<file path="src/rtl/data_mem_arbiter.sv">
// data_mem_arbiter: round-robin access controller that lets several cores
// share one single-port data RAM with a one-cycle registered read.
// Optional feature: define DATA_MEM_ARBITER_BOUNDS_EN to enable out-of-range
// address checking (suppressed writes, zeroed read data, err pulse).
module data_mem_arbiter #(
    parameter int CORES      = 4,
    parameter int WIDTH      = 12,
    parameter int DEPTH      = 4096,
    parameter int ADDR_WIDTH = 12
) (
    input  logic                        clk,
    input  logic                        rst,
    input  logic [CORES-1:0]            req,
    input  logic [CORES-1:0]            wr,
    input  logic [CORES*ADDR_WIDTH-1:0] addr,
    input  logic [CORES*WIDTH-1:0]      wdata,
    output logic [CORES-1:0]            ack,
    output logic [WIDTH-1:0]            rdata,
    output logic                        err,
    output logic                        busy,
    output logic                        mem_wrEn,
    output logic [ADDR_WIDTH-1:0]       mem_addr,
    output logic [WIDTH-1:0]            mem_dataIn,
    input  logic [WIDTH-1:0]            mem_dataOut
);

    localparam int PW = $clog2(CORES);

    // The address bus must be able to reach every valid word.
    if (ADDR_WIDTH < $clog2(DEPTH)) begin : gBadAddrWidth
        $error("ADDR_WIDTH too small for DEPTH");
    end

    typedef enum logic [1:0] {
        IDLE,
        ACCESS,
        READ,
        DONE
    } state_t;

    state_t                 state_q, state_d;
    logic [PW-1:0]          ptr_q, ptr_d;
    logic [PW-1:0]          grant_q, grant_d;
    logic                   isWrite_q, isWrite_d;
    logic                   memWrEn_q, memWrEn_d;
    logic [ADDR_WIDTH-1:0]  memAddr_q, memAddr_d;
    logic [WIDTH-1:0]       memDataIn_q, memDataIn_d;
    logic [WIDTH-1:0]       rdata_q, rdata_d;

    logic                   found;
    logic [PW-1:0]          pick;
    logic [ADDR_WIDTH-1:0]  selAddr;
    logic [WIDTH-1:0]       selData;
    logic                   selWr;

`ifdef DATA_MEM_ARBITER_BOUNDS_EN
    logic                   oob_q, oob_d;
    logic                   outOfRange;
`endif

    // Round-robin search starting just after the last granted core; also muxes out the winner's inputs.
    always_comb begin
        int idx;
        idx     = 0;
        found   = 1'b0;
        pick    = '0;
        selAddr = '0;
        selData = '0;
        selWr   = 1'b0;
        for (int k = 1; k <= CORES; k++) begin
            idx = int'(ptr_q) + k;
            if (idx >= CORES) begin
                idx = idx - CORES;
            end
            if (!found && req[idx]) begin
                found   = 1'b1;
                pick    = PW'(idx);
                selAddr = addr[idx*ADDR_WIDTH +: ADDR_WIDTH];
                selData = wdata[idx*WIDTH +: WIDTH];
                selWr   = wr[idx];
            end
        end
    end

`ifdef DATA_MEM_ARBITER_BOUNDS_EN
    // Flag a granted address that falls beyond the populated part of the RAM.
    always_comb begin
        outOfRange = (32'(selAddr) >= 32'(DEPTH));
    end
`endif

    // Next-state logic: IDLE latches the winner, ACCESS lets the RAM sample, READ captures data, DONE acknowledges.
    always_comb begin
        state_d     = state_q;
        ptr_d       = ptr_q;
        grant_d     = grant_q;
        isWrite_d   = isWrite_q;
        memWrEn_d   = memWrEn_q;
        memAddr_d   = memAddr_q;
        memDataIn_d = memDataIn_q;
        rdata_d     = rdata_q;
`ifdef DATA_MEM_ARBITER_BOUNDS_EN
        oob_d       = oob_q;
`endif
        case (state_q)
            IDLE: begin
                if (found) begin
                    grant_d     = pick;
                    ptr_d       = pick;
                    memAddr_d   = selAddr;
                    memDataIn_d = selData;
                    isWrite_d   = selWr;
                    memWrEn_d   = selWr;
`ifdef DATA_MEM_ARBITER_BOUNDS_EN
                    oob_d       = outOfRange;
                    if (outOfRange) begin
                        memWrEn_d = 1'b0;
                    end
`endif
                    state_d     = ACCESS;
                end
            end
            ACCESS: begin
                memWrEn_d = 1'b0;
                state_d   = isWrite_q ? DONE : READ;
            end
            READ: begin
`ifdef DATA_MEM_ARBITER_BOUNDS_EN
                rdata_d = oob_q ? '0 : mem_dataOut;
`else
                rdata_d = mem_dataOut;
`endif
                state_d = DONE;
            end
            DONE: begin
                memAddr_d   = '0;
                memDataIn_d = '0;
`ifdef DATA_MEM_ARBITER_BOUNDS_EN
                oob_d       = 1'b0;
`endif
                state_d     = IDLE;
            end
            default: begin
                state_d = IDLE;
            end
        endcase
    end

    // State and datapath registers with synchronous reset; reset abandons any transaction without an ack.
    always_ff @(posedge clk) begin
        if (rst) begin
            state_q     <= IDLE;
            ptr_q       <= PW'(CORES - 1);
            grant_q     <= '0;
            isWrite_q   <= 1'b0;
            memWrEn_q   <= 1'b0;
            memAddr_q   <= '0;
            memDataIn_q <= '0;
            rdata_q     <= '0;
`ifdef DATA_MEM_ARBITER_BOUNDS_EN
            oob_q       <= 1'b0;
`endif
        end else begin
            state_q     <= state_d;
            ptr_q       <= ptr_d;
            grant_q     <= grant_d;
            isWrite_q   <= isWrite_d;
            memWrEn_q   <= memWrEn_d;
            memAddr_q   <= memAddr_d;
            memDataIn_q <= memDataIn_d;
            rdata_q     <= rdata_d;
`ifdef DATA_MEM_ARBITER_BOUNDS_EN
            oob_q       <= oob_d;
`endif
        end
    end

    // Status outputs decoded from the registered state; ack is a one-hot pulse to the granted core.
    always_comb begin
        ack  = (state_q == DONE) ? (CORES'(1) << grant_q) : '0;
        busy = (state_q != IDLE);
`ifdef DATA_MEM_ARBITER_BOUNDS_EN
        err  = (state_q == DONE) && oob_q;
`else
        err  = 1'b0;
`endif
    end

    assign rdata      = rdata_q;
    assign mem_wrEn   = memWrEn_q;
    assign mem_addr   = memAddr_q;
    assign mem_dataIn = memDataIn_q;

endmodule

</file>
<file path="config.mk">
export PLATFORM = sky130hd
export DESIGN_NAME = data_mem_arbiter
export DESIGN_NICKNAME = d
export VERILOG_FILES = /design/src/rtl/data_mem_arbiter.sv
export SDC_FILE = /design/constraint.sdc
export NUM_CORES = 1
export LEC_CHECK = 0
export ABC_AREA = 1
export ABC_CLOCK_PERIOD_IN_PS = 3680
export CAP_MARGIN = 20
export CORE_ASPECT_RATIO = 0.7
export CORE_UTILIZATION = 35
export CTS_CLUSTER_DIAMETER = 100
export DETAILED_ROUTE_END_ITERATION = 6
export SYNTH_ARGS = -nofsm -noshare
export SYNTH_HDL_FRONTEND = slang
export SYNTH_SLANG_ARGS = --single-unit
</file>
<file path="constraint.sdc">
create_clock -name clk -period 3.68 [get_ports clk]
set_input_delay 0.552 -clock clk [delete_from_list [all_inputs] [get_ports clk]]
set_output_delay 0.552 -clock clk [all_outputs]
set_load 0.05 [all_outputs]
</file>
==> impl_metrics.py <==
metrics = {
    "worst_setup_path": {
        "max_stage_delay_ns": 0.58,
        "crit_type": "flip-flop to flip-flop",
        "arrival_ns": 3.75,
        "crit_chain": "clkinv_2, ha_2, inv_2, nor2_1, ha_1, a21oi_2, inv_2, nor2_4, inv_2, o21ai_1, nand2_1, nand2_1, nand2_1, nand2_1, nand2_1, a21oi_1",
        "end_kind": "flip-flop",
        "cpMaxStageDelayCell": "dfxtp_4",
        "cp.required_ns": 3.91,
        "crit_path_start_kind": "flip-flop",
        "crit_fanout": 34,
        "crit_path_frequent_cell": "nand2_1",
    },
    "cells_and_area": {
        "n_fill_cell": 3091,
        "finalNetCount": 2237,
        "design_area_mm2": 0.0116,
        "syn2layout_area_growth_pct": 20.7,
        "num_antenna_cells": 0,
        "multi_input_area_mm2": 0.00752,
        "drive_gt1_share_pct": 4.51,
        "register_area_um2": 885,
    },
    "power_and_ir_drop": {
        "p_sw_uw": 8920,
        "p_seq_share_pct": 5.9,
        "p_per_area_mw_per_mm2": 1150,
        "swShare_pct": 66.8,
        "p_int_uw": 4430,
        "clockPowerShare_pct": 4.1,
        "ir_drop_v": 0.000650,
        "power_leakage_uw": 0.00586,
        "comb_power_share_pct": 90.0,
    },
    "global_routing": {
        "antenna_found_initial": 1,
        "grt_pass1_wl_um": 80000,
        "grt_max_degree": 148,
        "globalRouteTotalUtil_pct": 37.1,
        "grt_pass1_vias": 13055,
        "grt_overflow": 0,
    },
    "routing": {
        "wirelength_um": 54000,
        "vias": 14360,
        "drt_first_iter_violations": 1776,
        "drc": 0,
        "ant_nets": 0,
        "wl_per_cell_um": 21.9,
        "drtPass1Iterations": 5,
        "avgViaCountPerCell": 5.81,
    },
    "job": {
        "cap_violations": 0,
    },
    "worst_hold_path": {
        "hold_class": "flip-flop to flip-flop",
    },
    "floorplan": {
        "start_util_pct": 35.9,
        "rows": 50,
        "dieArea_mm2": 0.0282,
        "io_pins": 161,
        "dieHeight_um": 141,
        "die_w_um": 200,
        "core_mm2": 0.0269,
    },
    "clock_tree": {
        "cts_resized": 0,
        "cts_max_level": 2,
        "root_buffer": "clkbuf_16",
        "cts.clk_slew.worst_paths_ns": 0.07,
        "cts_sinks": 44,
        "cts_setup_buffers": 0,
        "clkLatencyLatePin_ns": 0.30,
        "clockBufferDepth": 2,
        "postCtsHoldBufs": 0,
        "cts_tree": "yes",
        "numCtsBuffers": 5,
    },
    "run_status": {
        "status": "complete, no violations",
    },
    "sta": {
        "setup_viol": 0,
        "clock.fmax_mhz": 284,
        "fin_crit_sh_pct": 95.7,
        "hold_viol_final": 0,
        "fin_tns_setup_ns": 0,
        "maxSlewViolCount": 0,
        "maxSlewHeadroom_pct": 36.8,
        "tightestPinTransition_ns": 0.944,
        "rsz0062_at_grt": "false",
        "finClkSkew_ns": 0.00645,
        "period_minus_slack_ns": 3.52,
    },
    "synthesis": {
        "synthCells": 2016,
        "synth_cell_type_count": 39,
        "avgSynthCellArea_um2": 4.79,
        "ys_async_sr_fraction_pct": 0,
        "ys_warn_count": 0,
        "seq_area_frac_synth_pct": 9.13,
        "synth-edff-count": 0,
        "synth_area_mm2": 0.00965,
        "synth_ff_type": "dfxtp_1",
        "ys_seq_elements": 44,
    },
    "placed_design": {
        "io_buffer_count": 159,
        "hpwlAfterDp_um": 39800,
        "place_congestion": 1.04,
        "post_dp_cell_area_mm2": 0.0115,
    },
}
[sequential cells by signal, indices dropped and copies added (netlist names)]
name and cells:
grant_q 2, isWrite_q 1, mem_dataIn 12, mem_wrEn 1, rdata 12, state_q 2
mem_addr 12, ptr_q 2
[cells in the mapped netlist (7+ instances only)]
cell type    n  share of area, %
buf_6       12               1.4
clkbuf_1    36               1.4
nand2_1    871                34
nand4_1     20               1.3
o21ai_0    138               7.2
ha_1        12               1.6
o211ai_1    32               2.5
nand2_2      7              0.45
nand3_1    274                14
a21oi_1    111               5.8
o21ai_1     22               1.1
dfxtp_1     44               9.1
buf_4       16               1.2
buf_1       14              0.54
inv_2       11              0.43
inv_1      135               5.3
nor2_1     159               6.2
buf_2       50               2.6
[worst paths after layout]
| path | slack [ns] | start | depth (start not counted) | end |
|---|---|---|---|---|
| hold / removal | 0.47 | mem_addr[2] | 2 | mem_addr[2] |
| hold reg to reg | 0.47 | mem_addr[2] | 2 | mem_addr[2] |
| setup reg to reg | 0.16 | ptr_q[0] | 16 | mem_addr[11] |
| setup / recovery | 0.16 | ptr_q[0] | 16 | mem_addr[11] |
[critical path: cells and delay by family (launching register included)]
kind	cells	cell delay, ns
adders and majority gates	2	0.63
and+or+nand+nor	7	0.75
buffers and inverters	4	0.73
DFF	1	0.58
AOI/OAI and AO/OA	3	0.74
[cell usage in the layout, fill, tap and decap left out, drive strengths merged, types with 3 or more instances in the layout]
cell           netlist  layout
nand3b               3       3
nand2              878     878
nor3                 6       6
buf                 92      51
clkbuf              36       5
and2                 3       3
conb                 1       3
nand4               20      20
o21bai               5       5
a21oi              113     113
a31oi                4       4
clkinv               4       5
ha                  12      12
o21ai              161     161
dfxtp               44      44
nor2               167     167
inv                146     146
o22ai                4       4
o2111ai              4       4
clkdlybuf4s50        0     159
nand3              276     276
o211ai              32      32
[layer usage]
metal / track usage, % / up-vias / part of all wire [%]
li1: - / 6699 / -
met1: 51.5 / 6663 / 44
met2: 55.2 / 876 / 41
met3: 8.02 / 120 / 11
met4: 15.0 / 2 / 3.9
met5: 0 / - / 0.024
[kinds of logic after synthesis]
group	after synthesis	synth area share, %
other cells	1	0.0389
simple gates	1354	57.8
compound gates	327	18.4
flops	44	9.13
fa+ha+maj	12	1.56
buf+inv	278	13.0
[final cells by class]
class                   instances  area share (%)
inverters                     150            4.84
clock inverters                 3           0.397
multi-input cells            1696            64.6
well taps                     364            3.91
flip-flops and latches         44            7.59
repair buffers                210            17.6
clock buffers                   5            1.07
[metrics by stage]
| step | total power (uW) | util, % | std cells | hold WS (ns) | worst slack (ns) |
|---|---|---|---|---|---|
| global placement | 12400 | 42.7 | 2464 | 0.457 | 0.439 |
| detailed placement | 12400 | 42.7 | 2464 | 0.458 | 0.308 |
| finish | 13400 | 43.3 | 2472 | 0.466 | 0.158 |
| global route | 14300 | 43.3 | 2472 | 0.492 | 0.00826 |
| CTS | 12900 | 43.3 | 2472 | 0.469 | 0.279 |
| floorplan | 8760 | - | 2018 | 0.446 | 0.0239 |
[power groups by stage]
stage	combinational [uW]	clock [uW]	sequential, uW
after global routing	12900	575	807
final	12000	549	789
after detailed placement	11600	0	795
after CTS	11600	558	786
after global placement	11600	0	792
after floorplan	7680	0	1090
Power figures use the tool's default switching activity.
